## config.mk

```make
export PLATFORM = sky130hd
export DESIGN_NAME = add_reservation_station
export DESIGN_NICKNAME = d
export VERILOG_FILES = /design/src/rtl/add_reservation_station.sv
export SDC_FILE = /design/constraint.sdc
export NUM_CORES = 1
export LEC_CHECK = 0
export CAP_MARGIN = 15
export CORE_UTILIZATION = 58
export CTS_BUF_LIST = sky130_fd_sc_hd__clkbuf_16
export DETAILED_ROUTE_END_ITERATION = 10
export PLACE_DENSITY_LB_ADDON = 0.12
export SLEW_MARGIN = 20
export SYNTH_ARGS = -nofsm -noshare
export SYNTH_HDL_FRONTEND = slang
export SYNTH_SLANG_ARGS = --single-unit
```

## constraint.sdc

```tcl
create_clock -name clk -period 5.1 [get_ports clk]
set_input_delay 1.02 -clock clk [delete_from_list [all_inputs] [get_ports clk]]
set_output_delay 1.02 -clock clk [all_outputs]
set_load 0.03 [all_outputs]
```

## src/rtl/add_reservation_station.sv

```systemverilog
// ADD/SUB reservation station feeding a pipelined adder that drives the ADD common data bus.
// Latency: issue-to-broadcast 1+ADD_LATENCY cycles once operands are ready. Backpressure: issue_ready low when all entries are busy.
module add_reservation_station #(
    parameter int         NUM_ENTRIES = 3,
    parameter logic [2:0] TAG_BASE    = 3'b001,
    parameter int         ADD_LATENCY = 2
) (
    input  logic                   clk,
    input  logic                   reset,
    input  logic                   issue_valid,
    input  logic                   issue_sub,
    input  logic [2:0]             src1_tag,
    input  logic [7:0]             src1_val,
    input  logic [2:0]             src2_tag,
    input  logic [7:0]             src2_val,
    output logic                   issue_ready,
    output logic [2:0]             alloc_tag,
    input  logic [2:0]             MUL_Tag_op,
    input  logic [7:0]             MUL_Output,
    output logic [2:0]             ADD_Tag_op,
    output logic [7:0]             ADD_Output,
    output logic [NUM_ENTRIES-1:0] busy
);
    localparam int IW = (NUM_ENTRIES > 1) ? $clog2(NUM_ENTRIES) : 1;
    localparam int AW = $clog2(NUM_ENTRIES) + 1;

    logic [NUM_ENTRIES-1:0] r_busy;
    logic [NUM_ENTRIES-1:0] r_disp;
    logic [NUM_ENTRIES-1:0] r_sub;
    logic [2:0]             r_q1  [NUM_ENTRIES];
    logic [7:0]             r_v1  [NUM_ENTRIES];
    logic [2:0]             r_q2  [NUM_ENTRIES];
    logic [7:0]             r_v2  [NUM_ENTRIES];
    logic [AW-1:0]          r_age [NUM_ENTRIES];
    logic [2:0]             r_pipe_tag [ADD_LATENCY];
    logic [7:0]             r_pipe_dat [ADD_LATENCY];

    logic                   w_free_found;
    logic [IW-1:0]          w_alloc_idx;
    logic                   w_issue_fire;
    logic [2:0]             w_iq1, w_iq2;
    logic [7:0]             w_iv1, w_iv2;
    logic [2:0]             w_q1_wk [NUM_ENTRIES];
    logic [7:0]             w_v1_wk [NUM_ENTRIES];
    logic [2:0]             w_q2_wk [NUM_ENTRIES];
    logic [7:0]             w_v2_wk [NUM_ENTRIES];
    logic                   w_sel_vld;
    logic [NUM_ENTRIES-1:0] w_sel_oh;
    logic [AW-1:0]          w_sel_age;
    logic [2:0]             w_sel_tag;
    logic [7:0]             w_sel_res;

    function automatic logic [2:0] entry_tag(input int idx);
        return TAG_BASE + 3'(idx);
    endfunction

    function automatic logic bus_hit(input logic [2:0] q, input logic [2:0] bus_tag);
        return (q != 3'd0) && (q == bus_tag);
    endfunction

    // Lowest-index free entry receives the next issue.
    always_comb begin
        w_free_found = 1'b0;
        w_alloc_idx  = '0;
        for (int i = NUM_ENTRIES - 1; i >= 0; i--) begin
            if (!r_busy[i]) begin
                w_free_found = 1'b1;
                w_alloc_idx  = IW'(i);
            end
        end
    end

    assign issue_ready  = !reset && w_free_found;
    assign alloc_tag    = w_free_found ? (TAG_BASE + 3'(w_alloc_idx)) : 3'd0;
    assign w_issue_fire = issue_valid && issue_ready;

    always_comb begin
        w_iq1 = src1_tag;
        w_iv1 = src1_val;
        w_iq2 = src2_tag;
        w_iv2 = src2_val;
        if (bus_hit(src1_tag, ADD_Tag_op)) begin
            w_iq1 = 3'd0;
            w_iv1 = ADD_Output;
        end else if (bus_hit(src1_tag, MUL_Tag_op)) begin
            w_iq1 = 3'd0;
            w_iv1 = MUL_Output;
        end
        if (bus_hit(src2_tag, ADD_Tag_op)) begin
            w_iq2 = 3'd0;
            w_iv2 = ADD_Output;
        end else if (bus_hit(src2_tag, MUL_Tag_op)) begin
            w_iq2 = 3'd0;
            w_iv2 = MUL_Output;
        end
    end

    always_comb begin
        for (int i = 0; i < NUM_ENTRIES; i++) begin
            w_q1_wk[i] = r_q1[i];
            w_v1_wk[i] = r_v1[i];
            w_q2_wk[i] = r_q2[i];
            w_v2_wk[i] = r_v2[i];
            if (bus_hit(r_q1[i], ADD_Tag_op)) begin
                w_q1_wk[i] = 3'd0;
                w_v1_wk[i] = ADD_Output;
            end else if (bus_hit(r_q1[i], MUL_Tag_op)) begin
                w_q1_wk[i] = 3'd0;
                w_v1_wk[i] = MUL_Output;
            end
            if (bus_hit(r_q2[i], ADD_Tag_op)) begin
                w_q2_wk[i] = 3'd0;
                w_v2_wk[i] = ADD_Output;
            end else if (bus_hit(r_q2[i], MUL_Tag_op)) begin
                w_q2_wk[i] = 3'd0;
                w_v2_wk[i] = MUL_Output;
            end
        end
    end

    // Oldest ready entry wins; readiness uses registered operands only, so wakeup costs one cycle.
    always_comb begin
        w_sel_vld = 1'b0;
        w_sel_oh  = '0;
        w_sel_age = '0;
        w_sel_tag = 3'd0;
        w_sel_res = 8'd0;
        for (int i = 0; i < NUM_ENTRIES; i++) begin
            if (r_busy[i] && !r_disp[i] && (r_q1[i] == 3'd0) && (r_q2[i] == 3'd0) &&
                (!w_sel_vld || (r_age[i] > w_sel_age))) begin
                w_sel_vld   = 1'b1;
                w_sel_oh    = '0;
                w_sel_oh[i] = 1'b1;
                w_sel_age   = r_age[i];
                w_sel_tag   = entry_tag(i);
                w_sel_res   = r_sub[i] ? (r_v1[i] - r_v2[i]) : (r_v1[i] + r_v2[i]);
            end
        end
    end

    always_ff @(posedge clk) begin
        if (reset) begin
            r_busy <= '0;
            r_disp <= '0;
            r_sub  <= '0;
            for (int i = 0; i < NUM_ENTRIES; i++) begin
                r_q1[i]  <= 3'd0;
                r_v1[i]  <= 8'd0;
                r_q2[i]  <= 3'd0;
                r_v2[i]  <= 8'd0;
                r_age[i] <= '0;
            end
            for (int s = 0; s < ADD_LATENCY; s++) begin
                r_pipe_tag[s] <= 3'd0;
                r_pipe_dat[s] <= 8'd0;
            end
        end else begin
            for (int i = 0; i < NUM_ENTRIES; i++) begin
                r_q1[i] <= w_q1_wk[i];
                r_v1[i] <= w_v1_wk[i];
                r_q2[i] <= w_q2_wk[i];
                r_v2[i] <= w_v2_wk[i];
                if (w_sel_oh[i]) begin
                    r_disp[i] <= 1'b1;
                end
                // Age counts later issues; saturation keeps relative order among live entries.
                if (r_busy[i] && w_issue_fire && (r_age[i] != '1)) begin
                    r_age[i] <= r_age[i] + AW'(1);
                end
                if (r_busy[i] && (ADD_Tag_op == entry_tag(i))) begin
                    r_busy[i] <= 1'b0;
                    r_disp[i] <= 1'b0;
                end
                if (w_issue_fire && (w_alloc_idx == IW'(i))) begin
                    r_busy[i] <= 1'b1;
                    r_disp[i] <= 1'b0;
                    r_sub[i]  <= issue_sub;
                    r_q1[i]   <= w_iq1;
                    r_v1[i]   <= w_iv1;
                    r_q2[i]   <= w_iq2;
                    r_v2[i]   <= w_iv2;
                    r_age[i]  <= '0;
                end
            end
            r_pipe_tag[0] <= w_sel_vld ? w_sel_tag : 3'd0;
            r_pipe_dat[0] <= w_sel_vld ? w_sel_res : 8'd0;
            for (int s = 1; s < ADD_LATENCY; s++) begin
                r_pipe_tag[s] <= r_pipe_tag[s-1];
                r_pipe_dat[s] <= r_pipe_dat[s-1];
            end
        end
    end

    assign ADD_Tag_op = r_pipe_tag[ADD_LATENCY-1];
    assign ADD_Output = r_pipe_dat[ADD_LATENCY-1];
    assign busy       = r_busy;

endmodule

```

### Word level (Yosys, flattened, before mapping)

Memory sizes are Yosys's and may differ from the RTL's.
Cells that the tools add are included.

| storage, ports and cells | value |
|---|---|
| register bits after elaboration | 9 |
| bits in writable memories | 97 |
| output and inout port bits | 18 |
| memories kept | 7 |
| input port bits | 37 |

Memory list:

| memory | words | bits a word | read ports | clocked after memory_dff | write ports | line | RTL |
|---|---|---|---|---|---|---|---|
| r_v1 | 3 | 8 | 3 | 0 | 3 | 31 | `logic [7:0] r_v1 [NUM_ENTRIES];` |
| r_v2 | 3 | 8 | 3 | 0 | 3 | 33 | `logic [7:0] r_v2 [NUM_ENTRIES];` |
| r_pipe_dat | 2 | 8 | 2 | 0 | 2 | 36 | `logic [7:0] r_pipe_dat [ADD_LATENCY];` |
| r_age | 3 | 3 | 3 | 0 | 3 | 34 | `logic [AW-1:0] r_age [NUM_ENTRIES];` |
| r_q1 | 3 | 3 | 3 | 0 | 3 | 30 | `logic [2:0] r_q1 [NUM_ENTRIES];` |
| r_q2 | 3 | 3 | 3 | 0 | 3 | 32 | `logic [2:0] r_q2 [NUM_ENTRIES];` |
| 1 more memories | n/a | n/a | n/a | n/a | n/a | n/a |  |

| cells by class | value |
|---|---|
| add/subtract/negate cells | 10 |
| equal/unequal tests | 24 |
| reductions and logical operators | 70 |
| $lt $le $gt $ge | 2 |
| bitwise logic cells | 34 |
| multiplexer cells | 117 |

Operators with widths:

| kind | number |
|---|---|
| $mux 8 | 37 |
| $mux 3 | 43 |
| $eq 3x3->1 | 16 |
| $logic_and 1x1->1 | 41 |
| $mux 1 | 34 |
| $or 1x1->1 | 34 |
| $add 8x8->8 | 3 |
| $reduce_bool 3->1 | 8 |
| $sub 8x8->8 | 3 |
| $logic_not 3->1 | 6 |
| $add 3x1->3 const B | 3 |
| $ne 3x3->1 const B | 3 |
| $reduce_or 3->1 | 3 |
| $eq 3x2->1 const B | 2 |
| $gt 3x3->1 | 2 |
| $logic_not 1->1 | 6 |
| $mux 2 | 3 |
| $reduce_bool 2->1 | 3 |
| $add 1x2->3 const A | 1 |
| $eq 3x1->1 const B | 1 |
| $eq 2x1->1 const B | 1 |
| $eq 2x2->1 const B | 1 |
| $logic_not 2->1 | 1 |
| $logic_or 1x1->1 | 2 |

### Depth between registers and ports, before layout

Gate-level depths: netlist of run 1.

| depth | value |
|---|---|
| depth after elaboration | 15 |
| gate-level depth with buffers | 20 |

### Worst setup path before layout of run 1

Ideal clock, no wire load.

| timing path | value |
|---|---|
| kind | register to register |
| from | register r_busy[0], in the netlist busy[0] |
| to | memory r_pipe_dat[0][7] |
| stages on the path, launching flop included | 18 |
| clock period less this slack | 3.896 ns |
| buffers on the path | 2 |
| arrival | 3.774 ns |
| setup slack | 1.204 ns |
| library setup time | 0.122 ns |
| cell sequence | dfxtp_1 buf_4 nor4b_2 and3_4 nand2_1 ha_1 nor2b_1 o21ai_0 a32oi_1 o21a_2 buf_4 mux2_2 ha_1 and3_1 a211oi_1 nor3_1 nor4b_1 a311o_1 |

RTL lines:

| element | line | RTL |
|---|---|---|
| from (decl) | 27 | `logic [NUM_ENTRIES-1:0] r_busy;` |
| from (signal assigned) | 143 | `r_busy <= '0;` |
| from (signal, indexed assignment) | 171 | `r_busy[i] <= 1'b0;` |
| from (signal, indexed assignment) | 175 | `r_busy[i] <= 1'b1;` |
| to (decl) | 36 |  |

==> results of run 1 <==
==> logic make-up (layout without fill, tap and decap cells) <==
family / count (synthesis) / after routing / synth area share
simple gates: 201 / 201 / 0.1393
flops: 104 / 104 / 0.3666
compound gates: 180 / 180 / 0.1586
fa+ha+maj: 39 / 39 / 0.06676
buf+inv: 85 / 98 / 0.05875
mux: 87 / 87 / 0.1397
xor+xnor: 61 / 61 / 0.06987
other cells: 1 / 2 / 0.0004904
==> power by group through the flow <==
stage,Combinational (uW),Sequential [uW],Clock [uW]
finish,633,1020,689
global route,684,1030,718
CTS,631,1020,691
detailed placement,624,1040,0
global placement,607,1040,0
floorplan,452,1020,0
==> metal layers <==
metal	routed length [microns]	global-route usage	up-vias
met5	0	0	-
met4	480	0.1241	0
met3	1638	0.06385	29
met2	9369	0.4876	276
met1	8522	0.3962	2824
li1	-	-	2764
==> worst paths after layout <==
path / end / slack (ns) / depth (start not counted)
worst max-delay path: r_pipe_dat[0][5] / 0.98 / 15
worst min-delay path: r_pipe_dat[0][9] / 0.44 / 1
worst max register to register: r_pipe_dat[0][5] / 0.98 / 15
worst min register to register: r_pipe_dat[0][9] / 0.44 / 1
==> stage by stage <==
step / util / hold slack (ns) / setup slack (ns) / std cells
2_1_floorplan: - / 0.4138 / 1.204 / 759
3_3_place_gp: 0.6335 / 0.4192 / 1.212 / 928
3_5_place_dp: 0.6335 / 0.4231 / 1.045 / 928
4_1_cts: 0.6567 / 0.4417 / 1.034 / 944
5_1_grt: 0.6569 / 0.4558 / 0.7258 / 944
6_report: 0.6569 / 0.4392 / 0.9817 / 944
==> sequential cells by signal (all words and copies together), names as in the netlist <==
| signal | cells |
|---|---|
| busy | 3 |
| r_disp | 3 |
| r_q1 | 9 |
| r_pipe_dat | 16 |
| r_sub | 3 |
| r_age | 9 |
| r_v2 | 24 |
| r_pipe_tag | 4 |
| r_q2 | 9 |
| r_v1 | 24 |
==> worst reg2reg max path, stage by stage (launching register included) <==
cell,delay (ns)
edfxtp_1,0.46
nor4b_2,0.33
and3_4,0.26
nand2_1,0.08
ha_1,0.31
nor2b_1,0.12
o21ai_0,0.07
a32oi_1,0.24
o21a_2,0.36
mux2_2,0.38
ha_1,0.29
and3_1,0.20
a21o_1,0.20
a21oi_4,0.39
a221oi_1,0.10
a211oi_1,0.24
==> cells in the final DEF, fill, tap and decap left out, drive strengths merged, types with 3 or more instances in the layout <==
| cell | n |
|---|---|
| a21o | 36 |
| inv | 27 |
| a21oi | 60 |
| a31oi | 7 |
| clkbuf | 9 |
| nor4b | 4 |
| xnor2 | 37 |
| nor2 | 68 |
| nor3 | 23 |
| nand2 | 28 |
| fa | 3 |
| mux2 | 18 |
| clkinv | 3 |
| and3 | 4 |
| a221oi | 7 |
| or3 | 5 |
| nor3b | 4 |
| dfxtp | 32 |
| o21ai | 11 |
| o22ai | 21 |
| xor2 | 24 |
| edfxtp | 72 |
| and2 | 6 |
| buf | 5 |
| nor2b | 29 |
| or2 | 4 |
| nand3 | 10 |
| nand2b | 8 |
| nand3b | 4 |
| ha | 36 |
| a32oi | 7 |
| mux2i | 69 |
| a211oi | 10 |
| clkdlybuf4s50 | 51 |
| o21a | 4 |
==> cell type report <==
type	instances	area [sq um]
clock buffers	9	225.2
clock inverters	7	70.07
fillers	1053	4365
inverters	26	97.59
multi-input cells	570	4400
flip-flops and latches	104	2803
well taps	172	215.2
repair buffers	56	545.5
==> impl_results.html, run 1 <==
<table>
<tr><th>Metric</th><th>Value</th></tr>
<tr><th colspan="2">Power and ir drop</th></tr>
<tr><td>Power density normalized to cell area</td><td>280.6 nW/um^2</td></tr>
<tr><td>Design Power</td><td>2345 uW</td></tr>
<tr><td>Standby leakage power</td><td>0.003132 uW</td></tr>
<tr><td>Switching share of power</td><td>0.3085</td></tr>
<tr><td>Logic pwr share</td><td>0.270</td></tr>
<tr><td>Sequential fraction of design power</td><td>0.436</td></tr>
<tr><td>Internal cell power</td><td>1622 uW</td></tr>
<tr><td>NetSw</td><td>723.5 uW</td></tr>
<tr><td>Peak VDD IR</td><td>0.1795 mV</td></tr>
<tr><td>Clock group share of total power</td><td>0.294</td></tr>
<tr><th colspan="2">Critical path</th></tr>
<tr><td>Setup crit end kind</td><td>flop</td></tr>
<tr><td>Start of the worst register-to-register path</td><td>r_q1[0][1]</td></tr>
<tr><td>CP most frequent cell</td><td>ha_1</td></tr>
<tr><td>Max incr delay on CP</td><td>0.46 ns</td></tr>
<tr><td>Dominant delay contributor by cell family on the critical path</td><td>compound AO/OA/AOI/OAI gates</td></tr>
<tr><td>Top fanout value on the critical path</td><td>16</td></tr>
<tr><td>WP data arrival</td><td>4.38 ns</td></tr>
<tr><td>Ordered list of cells on the worst path</td><td>nor4b_2 -&gt; and3_4 -&gt; nand2_1 -&gt; ha_1 -&gt; nor2b_1 -&gt; o21ai_0 -&gt; a32oi_1 -&gt; o21a_2 -&gt; mux2_2 -&gt; ha_1 -&gt; and3_1 -&gt; a21o_1 -&gt; a21oi_4 -&gt; a221oi_1 -&gt; a211oi_1</td></tr>
<tr><td>Classification of the worst setup path</td><td>flop to flop</td></tr>
<tr><td>Critical path launch point</td><td>r_q1[0][1]</td></tr>
<tr><td>Slowest CP cell</td><td>edfxtp_1</td></tr>
<tr><td>Req. time, crit path</td><td>5.36 ns</td></tr>
<tr><td>Critical path buffers and inverters</td><td>0</td></tr>
<tr><td>Sort of element at the start of the critical path</td><td>flop</td></tr>
<tr><th colspan="2">Clock network</th></tr>
<tr><td>Total of hold buffers inserted after clock tree synthesis</td><td>0</td></tr>
<tr><td>Total CTS buffers</td><td>9</td></tr>
<tr><td>Number of H-tree levels</td><td>3</td></tr>
<tr><td>Clock tree from TritonCTS</td><td>yes</td></tr>
<tr><td># resized after CTS</td><td>0</td></tr>
<tr><td>Number of post-CTS setup repair buffers</td><td>0</td></tr>
<tr><td>Clk sinks</td><td>104</td></tr>
<tr><td>Clk buf depth</td><td>2</td></tr>
<tr><td>Later-pin clock latency in the skew report</td><td>0.35 ns</td></tr>
<tr><td>Clk slew on worst S/H paths</td><td>0.07 ns</td></tr>
<tr><td>Clock root cell</td><td>clkbuf_16</td></tr>
<tr><th colspan="2">Timing</th></tr>
<tr><td>Max-slew headroom</td><td>0.3121</td></tr>
<tr><td>Share of the clock period used by the worst path</td><td>0.8075</td></tr>
<tr><td>Hold Vio Cnt, Final</td><td>0</td></tr>
<tr><td>Pin slew with the least headroom to its limit</td><td>1.032 ns</td></tr>
<tr><td>Final setup viols</td><td>0</td></tr>
<tr><td>Setup repair after global routing missed its margin</td><td>no</td></tr>
<tr><td>Final TNS setup</td><td>0 ns</td></tr>
<tr><td>Max Clock Skew</td><td>0.007296 ns</td></tr>
<tr><td>Peak Freq</td><td>242.8 MHz</td></tr>
<tr><td>Post-route minimum period</td><td>4.118 ns</td></tr>
<tr><td>Final count of pins violating max slew</td><td>0</td></tr>
<tr><th colspan="2">Cells and area</th></tr>
<tr><td>Fraction of layout cells with a size suffix above 1</td><td>0.09715</td></tr>
<tr><td>Post-layout nets</td><td>843</td></tr>
<tr><td>Area growth syn-to-layout</td><td>9.295%</td></tr>
<tr><td>Design area</td><td>8357 sq um</td></tr>
<tr><td>Antenna Cells</td><td>0</td></tr>
<tr><th colspan="2">Drt</th></tr>
<tr><td>1st-pass router iterations</td><td>5</td></tr>
<tr><td>Antenna Violating Nets Remaining</td><td>0</td></tr>
<tr><td>Residual DRC count</td><td>0</td></tr>
<tr><td>Final WL</td><td>20010 microns</td></tr>
<tr><td>Drt wl/cell</td><td>21.20 microns</td></tr>
<tr><td>Number of vias after detailed routing</td><td>5893</td></tr>
<tr><td>Initial detailed-routing violation count</td><td>544</td></tr>
<tr><td>Via density per instance</td><td>6.243</td></tr>
<tr><th colspan="2">Synth</th></tr>
<tr><td>Biggest area consumer among synthesized cells</td><td>edfxtp_1</td></tr>
<tr><td>Syn Inst Count</td><td>758</td></tr>
<tr><td>Ys Warns</td><td>0</td></tr>
<tr><td>Seq cells post-synth</td><td>104</td></tr>
<tr><td>Dominant cells by area after synthesis</td><td>edfxtp_1, dfxtp_1, mux2i_1, ha_1, xnor2_1</td></tr>
<tr><td>Post-synthesis cell area</td><td>7646 sq um</td></tr>
<tr><td>List of most frequent post-synthesis cells</td><td>edfxtp_1, nor2_1, a21oi_1, mux2i_1, xnor2_1</td></tr>
<tr><td>Mean instance size in the synthesized netlist</td><td>10.09 sq um</td></tr>
<tr><td>Async S/R FF share, synth</td><td>0</td></tr>
<tr><td>Main flop type after synthesis</td><td>edfxtp_1</td></tr>
<tr><td>Sequential fraction of the synthesis area</td><td>0.3666</td></tr>
<tr><td>Distinct cell type count after synthesis</td><td>68</td></tr>
<tr><td>Most frequent cell after synthesis</td><td>edfxtp_1</td></tr>
<tr><td>Proportion of netlist area held by the largest area contributor</td><td>0.2828</td></tr>
<tr><td>Number of enable-type register cells in the synthesized netlist</td><td>72</td></tr>
<tr><th colspan="2">Global routing</th></tr>
<tr><td>Via count of the first global-routing pass</td><td>5577</td></tr>
<tr><td>Global-route wire length before repair</td><td>29870 microns</td></tr>
<tr><td>Maximum number of pins on one net before global-route repair</td><td>62</td></tr>
<tr><td>Global-route usage over all layers</td><td>0.3019</td></tr>
<tr><td>Remaining global-route overflow</td><td>0</td></tr>
<tr><td>Initial antenna violation count</td><td>0</td></tr>
<tr><th colspan="2">Floorplan</th></tr>
<tr><td>Die span in y</td><td>116.8 microns</td></tr>
<tr><td>Die width</td><td>116.8 microns</td></tr>
<tr><td>Initial Utilization</td><td>0.6010</td></tr>
<tr><td>Floorplan die area</td><td>13650 sq um</td></tr>
<tr><td>Number of cell rows</td><td>41</td></tr>
<tr><td>CORE AREA</td><td>12720 sq um</td></tr>
<tr><td>Number of ports placed on the die boundary</td><td>55</td></tr>
<tr><th colspan="2">Hold path</th></tr>
<tr><td>Startpoint of the lowest-slack hold path</td><td>r_pipe_dat[0][1]</td></tr>
<tr><td>Type of the tightest min-delay check</td><td>flop to flop</td></tr>
<tr><th colspan="2">Place</th></tr>
<tr><td>Last weighted congestion value of the routability-driven placer</td><td>0.9101</td></tr>
<tr><td>Number of input and output port buffers inserted</td><td>52</td></tr>
<tr><td>Placement Cell Area</td><td>8059 sq um</td></tr>
<tr><td>Detail Placement HPWL</td><td>14860 microns</td></tr>
<tr><th colspan="2">Outcome</th></tr>
<tr><td>Outcome</td><td>finished clean</td></tr>
<tr><th colspan="2">Job</th></tr>
<tr><td>Number of max-cap violations</td><td>0</td></tr>
</table>
(Power assumes the default switching activity.)
==> run 2: changes to the inputs <==
- CORE_UTILIZATION: 58 -> 54
- clock period: 5.1 -> 3.6 ns (I/O delays scaled with it)
==> run 2 against run 1 <==
  * Combinational power is 53% higher
  * Sequential cell count unchanged
  * Via count up 1.6%
  * Sequential share of layout area shrank 1.6 points
  * Sequential power up 41%
  * Design area grew 5.0%
  * Final cell count grew 4.9%
  * Clock skew is 0.0064 ns higher
  * Power increased by 41%
  * Largest cell class unchanged
  * Global-route usage down 1.3 points
  * Non-clock buffer count grew 38
  * Wire length up 3.3%
==> impl_results.html, run 2 (synthesis gave the netlist of run 1 again) <==
<table>
<tr><th>Metric</th><th>Value</th></tr>
<tr><th colspan="2">Timing</th></tr>
<tr><td>Post-route worst setup slack</td><td>0.02823 ns</td></tr>
<tr><td>Post-route minimum period</td><td>3.572 ns</td></tr>
<tr><td>Peak Freq</td><td>280.0 MHz</td></tr>
<tr><td>Pin slew with the least headroom to its limit</td><td>0.8397 ns</td></tr>
<tr><td>Final count of pins violating max slew</td><td>0</td></tr>
<tr><td>Max-slew headroom</td><td>0.4390</td></tr>
<tr><td>Hold Vio Cnt, Final</td><td>0</td></tr>
<tr><td>Share of the clock period used by the worst path</td><td>0.9922</td></tr>
<tr><td>Setup repair after global routing missed its margin</td><td>yes</td></tr>
<tr><td>Final setup viols</td><td>0</td></tr>
<tr><td>Max Clock Skew</td><td>0.01369 ns</td></tr>
<tr><th colspan="2">Clock network</th></tr>
<tr><td>Total of hold buffers inserted after clock tree synthesis</td><td>0</td></tr>
<tr><td>Total CTS buffers</td><td>9</td></tr>
<tr><td>Clk sinks</td><td>104</td></tr>
<tr><td>Number of H-tree levels</td><td>3</td></tr>
<tr><td>Clk slew on worst S/H paths</td><td>0.07 ns</td></tr>
<tr><td>Clock root cell</td><td>clkbuf_16</td></tr>
<tr><td>Later-pin clock latency in the skew report</td><td>0.36 ns</td></tr>
<tr><td>Clock tree from TritonCTS</td><td>yes</td></tr>
<tr><td>Clk buf depth</td><td>2</td></tr>
<tr><th colspan="2">Cells and area</th></tr>
<tr><td>Post-layout nets</td><td>882</td></tr>
<tr><td>Final design utilization</td><td>0.6348</td></tr>
<tr><td>Commonest non-fill, non-tap cell in the layout</td><td>edfxtp_1</td></tr>
<tr><td>Top library cells by usage in the layout, fill and taps aside</td><td>edfxtp_1, nor2_1, mux2i_1</td></tr>
<tr><td>Antenna Cells</td><td>0</td></tr>
<tr><td>Fraction of layout cells with a size suffix above 1</td><td>0.1654</td></tr>
<tr><td>Design area</td><td>8777 sq um</td></tr>
<tr><td>Area growth syn-to-layout</td><td>14.79%</td></tr>
<tr><td>Number of standard cells in the final layout excluding fillers</td><td>990</td></tr>
<tr><td>Fillcell total</td><td>1101</td></tr>
<tr><td>Registers with the most flip-flops</td><td>r_v1: 24 flops, r_v2: 24 flops, r_pipe_dat: 16 flops</td></tr>
<tr><th colspan="2">Critical path</th></tr>
<tr><td>Worst Setup EP</td><td>r_pipe_dat[0][7]</td></tr>
<tr><td>Worst-case reg-to-reg path depth</td><td>17</td></tr>
<tr><td>Slowest CP cell</td><td>edfxtp_1</td></tr>
<tr><td>Start of the worst register-to-register path</td><td>r_q1[0][1]</td></tr>
<tr><td>Critical path launch point</td><td>r_q1[0][1]</td></tr>
<tr><td>Ordered list of cells on the worst path</td><td>nor4b_4 -&gt; and3_4 -&gt; nand2_4 -&gt; ha_4 -&gt; nor2b_4 -&gt; o21ai_2 -&gt; a32oi_2 -&gt; o21a_2 -&gt; nor2_2 -&gt; a21oi_2 -&gt; ha_1 -&gt; nor2b_4 -&gt; o21ai_2 -&gt; a211oi_2 -&gt; buf_4 -&gt; nor2_1 -&gt; a311o_1</td></tr>
<tr><td>Sort of element at the start of the critical path</td><td>flop</td></tr>
<tr><td>Dominant delay contributor by cell family on the critical path</td><td>compound AO/OA/AOI/OAI gates</td></tr>
<tr><td>Max incr delay on CP</td><td>0.44 ns</td></tr>
<tr><td>Critical path buffers and inverters</td><td>1</td></tr>
<tr><td>Classification of the worst setup path</td><td>flop to flop</td></tr>
<tr><td>Setup crit end kind</td><td>flop</td></tr>
<tr><td>Req. time, crit path</td><td>3.85 ns</td></tr>
<tr><td>Number of stages on the worst setup path</td><td>17</td></tr>
<tr><td>WP data arrival</td><td>3.82 ns</td></tr>
<tr><td>Flop2flop setup slack</td><td>0.03 ns</td></tr>
<tr><td>Top fanout value on the critical path</td><td>5</td></tr>
<tr><td>Endpoint of the lowest-slack register-to-register path</td><td>r_pipe_dat[0][7]</td></tr>
<tr><th colspan="2">Drt</th></tr>
<tr><td>Initial detailed-routing violation count</td><td>588</td></tr>
<tr><td>1st-pass router iterations</td><td>6</td></tr>
<tr><td>Drt wl/cell</td><td>20.87 microns</td></tr>
<tr><td>Final WL</td><td>20670 microns</td></tr>
<tr><td>Number of vias after detailed routing</td><td>5988</td></tr>
<tr><td>Antenna Violating Nets Remaining</td><td>0</td></tr>
<tr><td>Residual DRC count</td><td>0</td></tr>
<tr><td>Via density per instance</td><td>6.048</td></tr>
<tr><th colspan="2">Floorplan</th></tr>
<tr><td>Number of cell rows</td><td>43</td></tr>
<tr><td>Die width</td><td>121.0 microns</td></tr>
<tr><td>CORE AREA</td><td>13830 sq um</td></tr>
<tr><td>Number of ports placed on the die boundary</td><td>55</td></tr>
<tr><td>Die span in y</td><td>121.0 microns</td></tr>
<tr><td>Initial Utilization</td><td>0.5530</td></tr>
<tr><td>Floorplan die area</td><td>14640 sq um</td></tr>
<tr><th colspan="2">Job</th></tr>
<tr><td>Number of max-cap violations</td><td>0</td></tr>
<tr><th colspan="2">Global routing</th></tr>
<tr><td>Remaining global-route overflow</td><td>0</td></tr>
<tr><td>Initial antenna violation count</td><td>0</td></tr>
<tr><td>Global-route wire length before repair</td><td>31280 microns</td></tr>
<tr><td>Most congested layer reported by global routing</td><td>met2</td></tr>
<tr><td>Maximum number of pins on one net before global-route repair</td><td>37</td></tr>
<tr><td>GR Util met2</td><td>0.4564</td></tr>
<tr><td>Via count of the first global-routing pass</td><td>5804</td></tr>
<tr><td>Global-route usage over all layers</td><td>0.2890</td></tr>
<tr><td>Global Route met3 Usage</td><td>0.08647</td></tr>
<tr><td>Routing usage on met1</td><td>0.3677</td></tr>
<tr><th colspan="2">Place</th></tr>
<tr><td>Last weighted congestion value of the routability-driven placer</td><td>0.9310</td></tr>
<tr><td>Minimum setup slack after placement</td><td>-0.1277 ns</td></tr>
<tr><td>Total instance count after detailed placement</td><td>963</td></tr>
<tr><td>Placement Cell Area</td><td>8325 sq um</td></tr>
<tr><td>Detail Placement HPWL</td><td>15440 microns</td></tr>
<tr><td>Number of input and output port buffers inserted</td><td>52</td></tr>
<tr><th colspan="2">Outcome</th></tr>
<tr><td>Outcome</td><td>finished clean</td></tr>
<tr><th colspan="2">Power and ir drop</th></tr>
<tr><td>Peak VDD IR</td><td>0.2378 mV</td></tr>
<tr><td>Standby leakage power</td><td>0.003376 uW</td></tr>
<tr><td>Power density normalized to cell area</td><td>375.6 nW/um^2</td></tr>
<tr><th colspan="2">Hold path</th></tr>
<tr><td>Type of the tightest min-delay check</td><td>flop to flop</td></tr>
</table>
## run 2: power breakdown
part           internal, uW  switching, uW  total [uW]
sequential             1370           64.6        1440
clock                   457            432         889
combinational           422            549         971
## run 2: what timing repair did
| action | CTS | global route |
|---|---|---|
| setup endpoints to repair | 12 | 13 |
| pin swaps | 11 | 18 |
| cloned | 1 | 0 |
| buffers inserted | 7 | 4 |
| gates resized for setup | 3 | 17 |
## run 2: metal layers
metal / up-vias / routed length (microns)
li1: 2833 / -
met1: 2868 / 8813
met2: 243 / 9544
met3: 44 / 1611
met4: 0 / 696
met5: - / 0
## run 2: area by class of cell
type | instances | area, sq um | share of cell area
clock inverters | 6 | 31.28 | 0.003564
repair buffers | 94 | 834.6 | 0.09508
well taps | 180 | 225.2 | 0.02566
multi-input cells | 571 | 4557 | 0.5192
flip-flops and latches | 104 | 2806 | 0.3197
inverters | 26 | 97.59 | 0.01112
clock buffers | 9 | 225.2 | 0.02566
## run 2: worst min-delay path by stage
stage / startpoint / to / slack (ns) / cells past startpoint
floorplan: r_pipe_dat[0][2] / r_pipe_dat[0][10] / 0.41 / 1
global placement: r_pipe_dat[0][1] / r_pipe_dat[0][9] / 0.42 / 1
CTS: r_pipe_dat[0][7] / r_pipe_dat[0][15] / 0.44 / 1
global route: r_pipe_dat[0][0] / r_pipe_dat[0][8] / 0.46 / 1
finish: r_pipe_dat[0][7] / r_pipe_dat[0][15] / 0.44 / 1
detailed placement: r_pipe_dat[0][7] / r_pipe_dat[0][15] / 0.42 / 1
## run 2: worst register-to-register path, stage by stage (launching register included)
cell	delay (ns)
edfxtp_1	0.44
nor4b_4	0.32
and3_4	0.27
nand2_4	0.07
ha_4	0.24
nor2b_4	0.12
o21ai_2	0.12
a32oi_2	0.07
o21a_2	0.28
nor2_2	0.11
a21oi_2	0.05
ha_1	0.34
nor2b_4	0.17
o21ai_2	0.08
a211oi_2	0.29
buf_4	0.17
nor2_1	0.03
a311o_1	0.31
## run 2: per-stage QoR
stage	total power, uW	setup TNS, ns	hold WS, ns
finish	3297	0	0.4362
detailed placement	2395	-0.8636	0.4204
floorplan	2093	0	0.4138
CTS	3277	0	0.4373
global route	3440	-1.035	0.4559
global placement	2367	0	0.4208
==> run 3: changes to the inputs <==
- CAP_MARGIN: 15 -> unset
- CTS_CLUSTER_SIZE: unset -> 20
==> results of run 3 <==
No change in the layout: final DEF, timing and power equal those of run 2.
